## src/rtl/rob_pkg.sv

```systemverilog
// Shared constants and entry layout for the Tomasulo reorder buffer.
// ROB_CDB_FWD_EN selects same-cycle CDB forwarding on the query ports.
package rob_pkg;

    localparam int DEPTH  = 16;
    localparam int TAG_W  = $clog2(DEPTH);
    localparam int DATA_W = 32;
    localparam int RD_W   = 5;

    typedef logic [TAG_W-1:0] tag_t;

    typedef struct packed {
        logic              valid;
        logic              ready;
        logic              is_br;
        logic              mispredict;
        logic [RD_W-1:0]   rd;
        logic [DATA_W-1:0] val;
        logic [DATA_W-1:0] target;
    } rob_entry_t;

    // DEPTH is a power of two, so the natural tag overflow is the ring wrap.
    function automatic tag_t tag_inc(input tag_t t);
        return t + tag_t'(1);
    endfunction

endpackage

```

## src/rtl/reorder_buffer_if.sv

```systemverilog
// Issue / CDB / query / commit / flush bundle between the core and the reorder buffer.
// The core side uses the master modport, the buffer uses the slave modport.
interface reorder_buffer_if;
    import rob_pkg::*;

    logic                issue_valid;
    logic [RD_W-1:0]     issue_rd;
    logic                issue_is_br;
    tag_t                issue_tag;
    logic                rob_full;
    logic                rob_empty;

    logic                cdb_valid;
    tag_t                cdb_tag;
    logic [DATA_W-1:0]   cdb_val;
    logic                cdb_mispredict;
    logic [DATA_W-1:0]   cdb_target;

    tag_t                query_tag_1;
    tag_t                query_tag_2;
    logic                query_ready_1;
    logic                query_ready_2;
    logic [DATA_W-1:0]   query_val_1;
    logic [DATA_W-1:0]   query_val_2;

    logic                commit_valid;
    logic [RD_W-1:0]     commit_rd;
    logic [DATA_W-1:0]   commit_val;
    tag_t                commit_tag;
    logic                flush_out;
    logic [DATA_W-1:0]   flush_pc;

    modport master (
        output issue_valid, issue_rd, issue_is_br,
        output cdb_valid, cdb_tag, cdb_val, cdb_mispredict, cdb_target,
        output query_tag_1, query_tag_2,
        input  issue_tag, rob_full, rob_empty,
        input  query_ready_1, query_ready_2, query_val_1, query_val_2,
        input  commit_valid, commit_rd, commit_val, commit_tag,
        input  flush_out, flush_pc
    );

    modport slave (
        input  issue_valid, issue_rd, issue_is_br,
        input  cdb_valid, cdb_tag, cdb_val, cdb_mispredict, cdb_target,
        input  query_tag_1, query_tag_2,
        output issue_tag, rob_full, rob_empty,
        output query_ready_1, query_ready_2, query_val_1, query_val_2,
        output commit_valid, commit_rd, commit_val, commit_tag,
        output flush_out, flush_pc
    );

endinterface

```

## src/rtl/rob_entry_array.sv

```systemverilog
// Reorder-buffer entry storage: allocate port, CDB write port, head read, two query ports, clear-all.
// With ROB_CDB_FWD_EN defined the query ports see a same-cycle CDB result.
module rob_entry_array
    import rob_pkg::*;
(
    input  logic              clk_i,
    input  logic              rst_n_i,
    input  logic              alloc_en_i,
    input  tag_t              alloc_tag_i,
    input  logic [RD_W-1:0]   alloc_rd_i,
    input  logic              alloc_is_br_i,
    input  logic              cdb_en_i,
    input  tag_t              cdb_tag_i,
    input  logic [DATA_W-1:0] cdb_val_i,
    input  logic              cdb_mispredict_i,
    input  logic [DATA_W-1:0] cdb_target_i,
    input  logic              retire_en_i,
    input  tag_t              head_tag_i,
    output rob_entry_t        head_o,
    input  logic              clear_i,
    input  tag_t              qtag1_i,
    input  tag_t              qtag2_i,
    output logic              qready1_o,
    output logic [DATA_W-1:0] qval1_o,
    output logic              qready2_o,
    output logic [DATA_W-1:0] qval2_o
);

    logic [DEPTH-1:0]  valid_q, valid_d;
    logic [DEPTH-1:0]  ready_q, ready_d;
    logic [RD_W-1:0]   rd_q     [DEPTH];
    logic              is_br_q  [DEPTH];
    logic              mis_q    [DEPTH];
    logic [DATA_W-1:0] val_q    [DEPTH];
    logic [DATA_W-1:0] target_q [DEPTH];
    logic              cdb_hit;

    // Results for entries that were never allocated (or already flushed) are dropped.
    assign cdb_hit = cdb_en_i & valid_q[cdb_tag_i];

    always_comb begin
        valid_d = valid_q;
        ready_d = ready_q;
        if (retire_en_i) begin
            valid_d[head_tag_i] = 1'b0;
        end
        if (alloc_en_i) begin
            valid_d[alloc_tag_i] = 1'b1;
            ready_d[alloc_tag_i] = 1'b0;
        end
        if (cdb_hit) begin
            ready_d[cdb_tag_i] = 1'b1;
        end
        if (clear_i) begin
            valid_d = '0;
            ready_d = '0;
        end
    end

    always_ff @(posedge clk_i or negedge rst_n_i) begin
        if (!rst_n_i) begin
            valid_q <= '0;
            ready_q <= '0;
        end else begin
            valid_q <= valid_d;
            ready_q <= ready_d;
        end
    end

    // Payload fields are only meaningful behind valid/ready, so they carry no reset.
    always_ff @(posedge clk_i) begin
        if (alloc_en_i) begin
            rd_q[alloc_tag_i]    <= alloc_rd_i;
            is_br_q[alloc_tag_i] <= alloc_is_br_i;
            mis_q[alloc_tag_i]   <= 1'b0;
        end
        if (cdb_hit) begin
            val_q[cdb_tag_i]    <= cdb_val_i;
            target_q[cdb_tag_i] <= cdb_target_i;
            mis_q[cdb_tag_i]    <= cdb_mispredict_i & is_br_q[cdb_tag_i];
        end
    end

    always_comb begin
        head_o.valid      = valid_q[head_tag_i];
        head_o.ready      = ready_q[head_tag_i];
        head_o.is_br      = is_br_q[head_tag_i];
        head_o.mispredict = mis_q[head_tag_i];
        head_o.rd         = rd_q[head_tag_i];
        head_o.val        = val_q[head_tag_i];
        head_o.target     = target_q[head_tag_i];
    end

    always_comb begin
        qready1_o = valid_q[qtag1_i] & ready_q[qtag1_i];
        qval1_o   = val_q[qtag1_i];
        qready2_o = valid_q[qtag2_i] & ready_q[qtag2_i];
        qval2_o   = val_q[qtag2_i];
`ifdef ROB_CDB_FWD_EN
        if (cdb_hit && (cdb_tag_i == qtag1_i)) begin
            qready1_o = 1'b1;
            qval1_o   = cdb_val_i;
        end
        if (cdb_hit && (cdb_tag_i == qtag2_i)) begin
            qready2_o = 1'b1;
            qval2_o   = cdb_val_i;
        end
`endif
    end

endmodule

```

## src/rtl/reorder_buffer.sv

```systemverilog
// Circular reorder buffer: tag allocation, CDB capture, in-order commit, flush on mispredicted head.
// Optional ROB_CDB_FWD_EN enables same-cycle CDB forwarding on the query ports.
module reorder_buffer
    import rob_pkg::*;
(
    input  logic            clk_in,
    input  logic            rst_in,
    input  logic            rdy_in,
    reorder_buffer_if.slave rob
);

    localparam int CNT_W = TAG_W + 1;

    tag_t              head_q, head_d;
    tag_t              tail_q, tail_d;
    logic [CNT_W-1:0]  count_q, count_d;
    logic              commit_valid_q, commit_valid_d;
    logic [RD_W-1:0]   commit_rd_q, commit_rd_d;
    logic [DATA_W-1:0] commit_val_q, commit_val_d;
    tag_t              commit_tag_q, commit_tag_d;
    logic              flush_q, flush_d;
    logic [DATA_W-1:0] flush_pc_q, flush_pc_d;

    rob_entry_t        head_entry;
    logic              full, empty;
    logic              issue_en, commit_en, flush_en, cdb_en;

    // Full/empty come from the registered count: a full buffer refuses issue even while committing.
    assign full  = (count_q == CNT_W'(DEPTH));
    assign empty = (count_q == '0);

    assign commit_en = rdy_in & head_entry.valid & head_entry.ready;
    assign flush_en  = commit_en & head_entry.is_br & head_entry.mispredict;
    assign issue_en  = rdy_in & rob.issue_valid & ~full & ~flush_en;
    assign cdb_en    = rdy_in & rob.cdb_valid & ~flush_en;

    rob_entry_array u_entries (
        .clk_i            (clk_in),
        .rst_n_i          (rst_in),
        .alloc_en_i       (issue_en),
        .alloc_tag_i      (tail_q),
        .alloc_rd_i       (rob.issue_rd),
        .alloc_is_br_i    (rob.issue_is_br),
        .cdb_en_i         (cdb_en),
        .cdb_tag_i        (rob.cdb_tag),
        .cdb_val_i        (rob.cdb_val),
        .cdb_mispredict_i (rob.cdb_mispredict),
        .cdb_target_i     (rob.cdb_target),
        .retire_en_i      (commit_en),
        .head_tag_i       (head_q),
        .head_o           (head_entry),
        .clear_i          (flush_en),
        .qtag1_i          (rob.query_tag_1),
        .qtag2_i          (rob.query_tag_2),
        .qready1_o        (rob.query_ready_1),
        .qval1_o          (rob.query_val_1),
        .qready2_o        (rob.query_ready_2),
        .qval2_o          (rob.query_val_2)
    );

    always_comb begin
        head_d         = head_q;
        tail_d         = tail_q;
        count_d        = count_q;
        commit_valid_d = commit_en;
        commit_rd_d    = commit_en ? head_entry.rd  : '0;
        commit_val_d   = commit_en ? head_entry.val : '0;
        commit_tag_d   = commit_en ? head_q         : '0;
        flush_d        = flush_en;
        flush_pc_d     = flush_en ? head_entry.target : '0;

        if (flush_en) begin
            head_d  = '0;
            tail_d  = '0;
            count_d = '0;
        end else begin
            if (issue_en) begin
                tail_d = tag_inc(tail_q);
            end
            if (commit_en) begin
                head_d = tag_inc(head_q);
            end
            case ({issue_en, commit_en})
                2'b10:   count_d = count_q + CNT_W'(1);
                2'b01:   count_d = count_q - CNT_W'(1);
                default: count_d = count_q;
            endcase
        end
    end

    // rdy_in low freezes every register, including the registered outputs.
    always_ff @(posedge clk_in or negedge rst_in) begin
        if (!rst_in) begin
            head_q         <= '0;
            tail_q         <= '0;
            count_q        <= '0;
            commit_valid_q <= 1'b0;
            commit_rd_q    <= '0;
            commit_val_q   <= '0;
            commit_tag_q   <= '0;
            flush_q        <= 1'b0;
            flush_pc_q     <= '0;
        end else if (rdy_in) begin
            head_q         <= head_d;
            tail_q         <= tail_d;
            count_q        <= count_d;
            commit_valid_q <= commit_valid_d;
            commit_rd_q    <= commit_rd_d;
            commit_val_q   <= commit_val_d;
            commit_tag_q   <= commit_tag_d;
            flush_q        <= flush_d;
            flush_pc_q     <= flush_pc_d;
        end
    end

    assign rob.issue_tag    = tail_q;
    assign rob.rob_full     = full;
    assign rob.rob_empty    = empty;
    assign rob.commit_valid = commit_valid_q;
    assign rob.commit_rd    = commit_rd_q;
    assign rob.commit_val   = commit_val_q;
    assign rob.commit_tag   = commit_tag_q;
    assign rob.flush_out    = flush_q;
    assign rob.flush_pc     = flush_pc_q;

endmodule

```

## src/flat_wrapper.sv

```systemverilog
// flat-port wrapper written by rule: the top's interface ports become plain ports
module reorder_buffer_flat import rob_pkg::*;
  (clk_in, rst_in, rdy_in, rob_issue_valid, rob_issue_rd, rob_issue_is_br, rob_cdb_valid, rob_cdb_tag, rob_cdb_val, rob_cdb_mispredict, rob_cdb_target, rob_query_tag_1, rob_query_tag_2, rob_issue_tag, rob_rob_full, rob_rob_empty, rob_query_ready_1, rob_query_ready_2, rob_query_val_1, rob_query_val_2, rob_commit_valid, rob_commit_rd, rob_commit_val, rob_commit_tag, rob_flush_out, rob_flush_pc);
  reorder_buffer_if rob_i ();
  input  logic clk_in;
  input  logic rst_in;
  input  logic rdy_in;
  input wire logic [$bits(rob_i.issue_valid)-1:0] rob_issue_valid;
  input wire logic [$bits(rob_i.issue_rd)-1:0] rob_issue_rd;
  input wire logic [$bits(rob_i.issue_is_br)-1:0] rob_issue_is_br;
  input wire logic [$bits(rob_i.cdb_valid)-1:0] rob_cdb_valid;
  input wire logic [$bits(rob_i.cdb_tag)-1:0] rob_cdb_tag;
  input wire logic [$bits(rob_i.cdb_val)-1:0] rob_cdb_val;
  input wire logic [$bits(rob_i.cdb_mispredict)-1:0] rob_cdb_mispredict;
  input wire logic [$bits(rob_i.cdb_target)-1:0] rob_cdb_target;
  input wire logic [$bits(rob_i.query_tag_1)-1:0] rob_query_tag_1;
  input wire logic [$bits(rob_i.query_tag_2)-1:0] rob_query_tag_2;
  output wire logic [$bits(rob_i.issue_tag)-1:0] rob_issue_tag;
  output wire logic [$bits(rob_i.rob_full)-1:0] rob_rob_full;
  output wire logic [$bits(rob_i.rob_empty)-1:0] rob_rob_empty;
  output wire logic [$bits(rob_i.query_ready_1)-1:0] rob_query_ready_1;
  output wire logic [$bits(rob_i.query_ready_2)-1:0] rob_query_ready_2;
  output wire logic [$bits(rob_i.query_val_1)-1:0] rob_query_val_1;
  output wire logic [$bits(rob_i.query_val_2)-1:0] rob_query_val_2;
  output wire logic [$bits(rob_i.commit_valid)-1:0] rob_commit_valid;
  output wire logic [$bits(rob_i.commit_rd)-1:0] rob_commit_rd;
  output wire logic [$bits(rob_i.commit_val)-1:0] rob_commit_val;
  output wire logic [$bits(rob_i.commit_tag)-1:0] rob_commit_tag;
  output wire logic [$bits(rob_i.flush_out)-1:0] rob_flush_out;
  output wire logic [$bits(rob_i.flush_pc)-1:0] rob_flush_pc;
  assign rob_i.issue_valid = rob_issue_valid;
  assign rob_i.issue_rd = rob_issue_rd;
  assign rob_i.issue_is_br = rob_issue_is_br;
  assign rob_i.cdb_valid = rob_cdb_valid;
  assign rob_i.cdb_tag = rob_cdb_tag;
  assign rob_i.cdb_val = rob_cdb_val;
  assign rob_i.cdb_mispredict = rob_cdb_mispredict;
  assign rob_i.cdb_target = rob_cdb_target;
  assign rob_i.query_tag_1 = rob_query_tag_1;
  assign rob_i.query_tag_2 = rob_query_tag_2;
  assign rob_issue_tag = rob_i.issue_tag;
  assign rob_rob_full = rob_i.rob_full;
  assign rob_rob_empty = rob_i.rob_empty;
  assign rob_query_ready_1 = rob_i.query_ready_1;
  assign rob_query_ready_2 = rob_i.query_ready_2;
  assign rob_query_val_1 = rob_i.query_val_1;
  assign rob_query_val_2 = rob_i.query_val_2;
  assign rob_commit_valid = rob_i.commit_valid;
  assign rob_commit_rd = rob_i.commit_rd;
  assign rob_commit_val = rob_i.commit_val;
  assign rob_commit_tag = rob_i.commit_tag;
  assign rob_flush_out = rob_i.flush_out;
  assign rob_flush_pc = rob_i.flush_pc;
  reorder_buffer u_core (.clk_in(clk_in), .rst_in(rst_in), .rdy_in(rdy_in), .rob(rob_i));
endmodule
```

## config.mk

```make
export PLATFORM = sky130hd
export DESIGN_NAME = reorder_buffer_flat
export DESIGN_NICKNAME = d
export VERILOG_FILES = /design/src/rtl/rob_pkg.sv /design/src/rtl/reorder_buffer_if.sv /design/src/rtl/rob_entry_array.sv /design/src/rtl/reorder_buffer.sv /design/src/flat_wrapper.sv
export SDC_FILE = /design/constraint.sdc
export NUM_CORES = 1
export LEC_CHECK = 0
export CAP_MARGIN = 20
export CORE_MARGIN = 1
export CORE_UTILIZATION = 40
export CTS_BUF_LIST = sky130_fd_sc_hd__clkbuf_16
export DETAILED_ROUTE_END_ITERATION = 12
export PLACE_DENSITY = 0.61
export SETUP_SLACK_MARGIN = 0.5
export SYNTH_ARGS = -nofsm -noshare
export SYNTH_HDL_FRONTEND = slang
export SYNTH_SLANG_ARGS = --single-unit
```

## constraint.sdc

```tcl
create_clock -name clk_in -period 5 [get_ports clk_in]
set_clock_uncertainty 0.2 [all_clocks]
set_input_delay 0.75 -clock clk_in [delete_from_list [all_inputs] [get_ports clk_in]]
set_output_delay 0.75 -clock clk_in [all_outputs]
set_load 0.005 [all_outputs]
```

==> results.txt <==
CP Launch Type: register
Slew Limit Fails: 0
Post-synth EDFFs: 1136
Leak: 21.1 nW
CTS HTree Levels: 4
Skew-Pair Late Insertion Delay: 800 ps
Synthesis Warnings: 0
Layout cells sized above 1: 0.341
Sequential-to-total area share from yosys stat: 0.662
Layout Cells excl Fill: 4870
I/O pin total: 235
Setup slack after layout: 792 ps
Critical path's slowest cell: dfrtp_4
Fmax: 238 MHz
Worst vdd ir: 0.458 mV
Post-layout min period: 4210 ps
Ys async rst share: 0.0955
Core area: 139000 µm²
DRC: 0
Min-delay src: u_core.rob.commit_valid
Mean Syn Cell Area: 21.6 µm²
Reg-to-Reg Start: u_core.head_q[1]
TritonCTS clock tree: built
Crit-path most repeated cell: buf_4
WL final: 158 mm
Crit path buf inv count: 4
WL per Instance: 32.4 µm
CP Cell Sequence: mux2i_1 -> a221o_1 -> nor4_2 -> o221ai_2 -> buf_4 -> nor2_4 -> buf_4 -> buf_4 -> nor2_1 -> buf_4
Synthesized flop and latch total: 1256
First-pass GRT wire length: 229 mm
Largest net degree at the start of global routing: 151
Hold crit path type: reg2reg
Max-cap violation count: 0
Post-Route Setup TNS: 0 ps
CP arrival: 4550 ps
Slew headroom: 0.249
Final Wtd Congestion: 0.879
Area after DPL: 61400 µm²
Commonest non-fill, non-tap cell in the layout: edfxtp_1
CTS Buf Count: 138
Critical path class: reg2reg
Cells after synthesis: 2591
Total setup buffers inserted after CTS: 0
Grt ovf: 0
Pwr/cell area: 466 nW/µm²
Maximum single-stage delay on the critical path: 950 ps
TritonCTS Sinks: 1256
Distinct cells, synth: 54
Total GRT Usage: 0.226
P&R area growth vs syn: 17.6%
Number of port buffers: 234
Die ar.: 142000 µm²
Die H: 376 µm
Design Area, Final: 66000 µm²
Vias/cell: 6.15
Final setup violating endpoints: 0
Chip width: 376 µm
Clock Path Buffers: 3
Top_reg_cell synth: edfxtp_1
Final Cycle Share: 0.842
Pre-CTS WS: 588 ps
CTS root buffer: clkbuf_16
Mapped Nets: 2691
Beginning of the critical path: u_core.head_q[1]
Initial Utilization: 0.402
Cell family with most CP delay: buffers and inverters
Worst-margin pin slew: 1130 ps
Worst-path fanout max: 56
DR iter-0 viols: 3140
Worst-path clk slew: 70 ps
Initial antenna violation count: 12
Drt first pass iters: 8
Final net count: 2976
Num rows: 137
Commonest non-fill, non-tap cells in the layout: 1136 x edfxtp_1, 680 x mux4_2, 225 x clkdlybuf4s50_1, 139 x clkbuf_16, 117 x dfrtp_1
Routed vias: 30.0k
Status: finished, final reports clean
Crit path capture type: register
Critical Path RT: 5340 ps
RSZ-0062 raised after global routing: false
Post-DP HPWL: 89.9 mm
Post-DRT Antenna Nets: 0
Vias in the first global route: 31.8k
Synthesized area: 56100 µm²
Final hold viol count: 0
Placed Cells: 4610
==> kinds of logic after synthesis <==
group	synth area share
flops	0.662
mux	0.275
simple gates	0.0171
buf+inv	0.0165
compound gates	0.0253
fa+ha+maj	0.00268
xor+xnor	0.00141
==> cell usage after synthesis (4+ instances only) <==
| cell | count | area share |
|---|---|---|
| o31ai_1 | 4 | 0.00054 |
| a311oi_1 | 8 | 0.0012 |
| nor3b_1 | 4 | 0.00054 |
| nand2_1 | 65 | 0.0044 |
| clkbuf_1 | 96 | 0.0064 |
| nor3_1 | 4 | 0.00036 |
| buf_1 | 45 | 0.0030 |
| o2bb2ai_1 | 6 | 0.00094 |
| o211ai_1 | 4 | 0.00054 |
| mux2_2 | 6 | 0.0012 |
| a31oi_1 | 8 | 0.00089 |
| buf_6 | 6 | 0.0012 |
| a211oi_1 | 4 | 0.00054 |
| xnor2_1 | 4 | 0.00062 |
| buf_4 | 12 | 0.0016 |
| a21oi_1 | 60 | 0.0054 |
| nand4_1 | 7 | 0.00078 |
| buf_2 | 39 | 0.0035 |
| mux2i_1 | 4 | 0.00071 |
| nor2b_1 | 12 | 0.0013 |
| inv_1 | 9 | 0.00060 |
| nand2b_1 | 4 | 0.00045 |
| nor2_1 | 86 | 0.0058 |
| mux4_2 | 680 | 0.27 |
| nand3_1 | 20 | 0.0018 |
| o21ai_0 | 17 | 0.0015 |
| a22o_1 | 70 | 0.011 |
| ha_1 | 12 | 0.0027 |
| edfxtp_1 | 1136 | 0.61 |
| xor2_1 | 5 | 0.00078 |
| dfrtp_1 | 120 | 0.054 |
==> where the power goes <==
| group | internal [mW] | switching (mW) |
|---|---|---|
| Sequential | 12.0 | 0.600 |
| Clock | 5.85 | 4.36 |
| Combinational | 4.14 | 3.79 |
==> routing by layer <==
layer | part of all wire | global-route usage | vias up
li1 | - | - | 11930
met1 | 0.39 | 0.299 | 16221
met2 | 0.50 | 0.368 | 1460
met3 | 0.076 | 0.0477 | 328
met4 | 0.034 | 0.0825 | 18
met5 | 0.00072 | 0 | -
==> through the flow <==
| stage | power, mW | hold WS [ps] | util |
|---|---|---|---|
| finish | 30.7 | 287 | 0.473 |
| global route | 31.9 | 321 | 0.473 |
| CTS | 31.0 | 291 | 0.473 |
| detailed placement | 20.8 | 277 | 0.440 |
| global placement | 20.7 | 272 | 0.440 |
| floorplan | 18.0 | 254 | - |
==> timing repair <==
| action | in CTS | in global routing |
|---|---|---|
| hold buffers | 1 | 0 |
| hold endpoints to repair | 47 | 0 |
| resized for setup | 0 | 0 |
==> registers in the layout (all words and copies together), names as in the netlist <==
name / flops
u_core.rob.issue_tag: 4
u_core.rob.flush_pc: 32
u_core.rob.flush_out: 1
u_core.u_entries.valid_q: 16
u_core.u_entries.mis_q: 16
u_core.count_q: 5
u_core.head_q: 4
u_core.u_entries.target_q: 512
u_core.rob.commit_rd: 5
u_core.u_entries.rd_q: 80
u_core.u_entries.val_q: 512
u_core.u_entries.is_br_q: 16
u_core.u_entries.ready_q: 16
u_core.rob.commit_valid: 1
u_core.rob.commit_tag: 4
u_core.rob.commit_val: 32
==> worst paths after layout <==
kind	end	slack [ps]	cells after the start
min in group asynchronous	u_core.rob.flush_pc[18]	330	2
max in group asynchronous	u_core.head_q[0]	3190	3
max	u_core.u_entries.rd_q[0][3]	790	10
max reg2reg	u_core.u_entries.rd_q[0][3]	790	10
min	u_core.rob.commit_valid	290	1
min reg2reg	u_core.rob.commit_valid	290	1
==> layout make-up <==
cell class | count | area [µm²]
clock inverter | 117 | 1080
multi-input combinational | 1125 | 18200
tap | 1876 | 2350
clock buffer | 139 | 3480
timing repair buffer | 343 | 3700
antenna | 2 | 5.00
sequential | 1256 | 37100
fill | 11314 | 73400
inverter | 12 | 52.6
No activity file was read; power rests on OpenSTA's default activity.
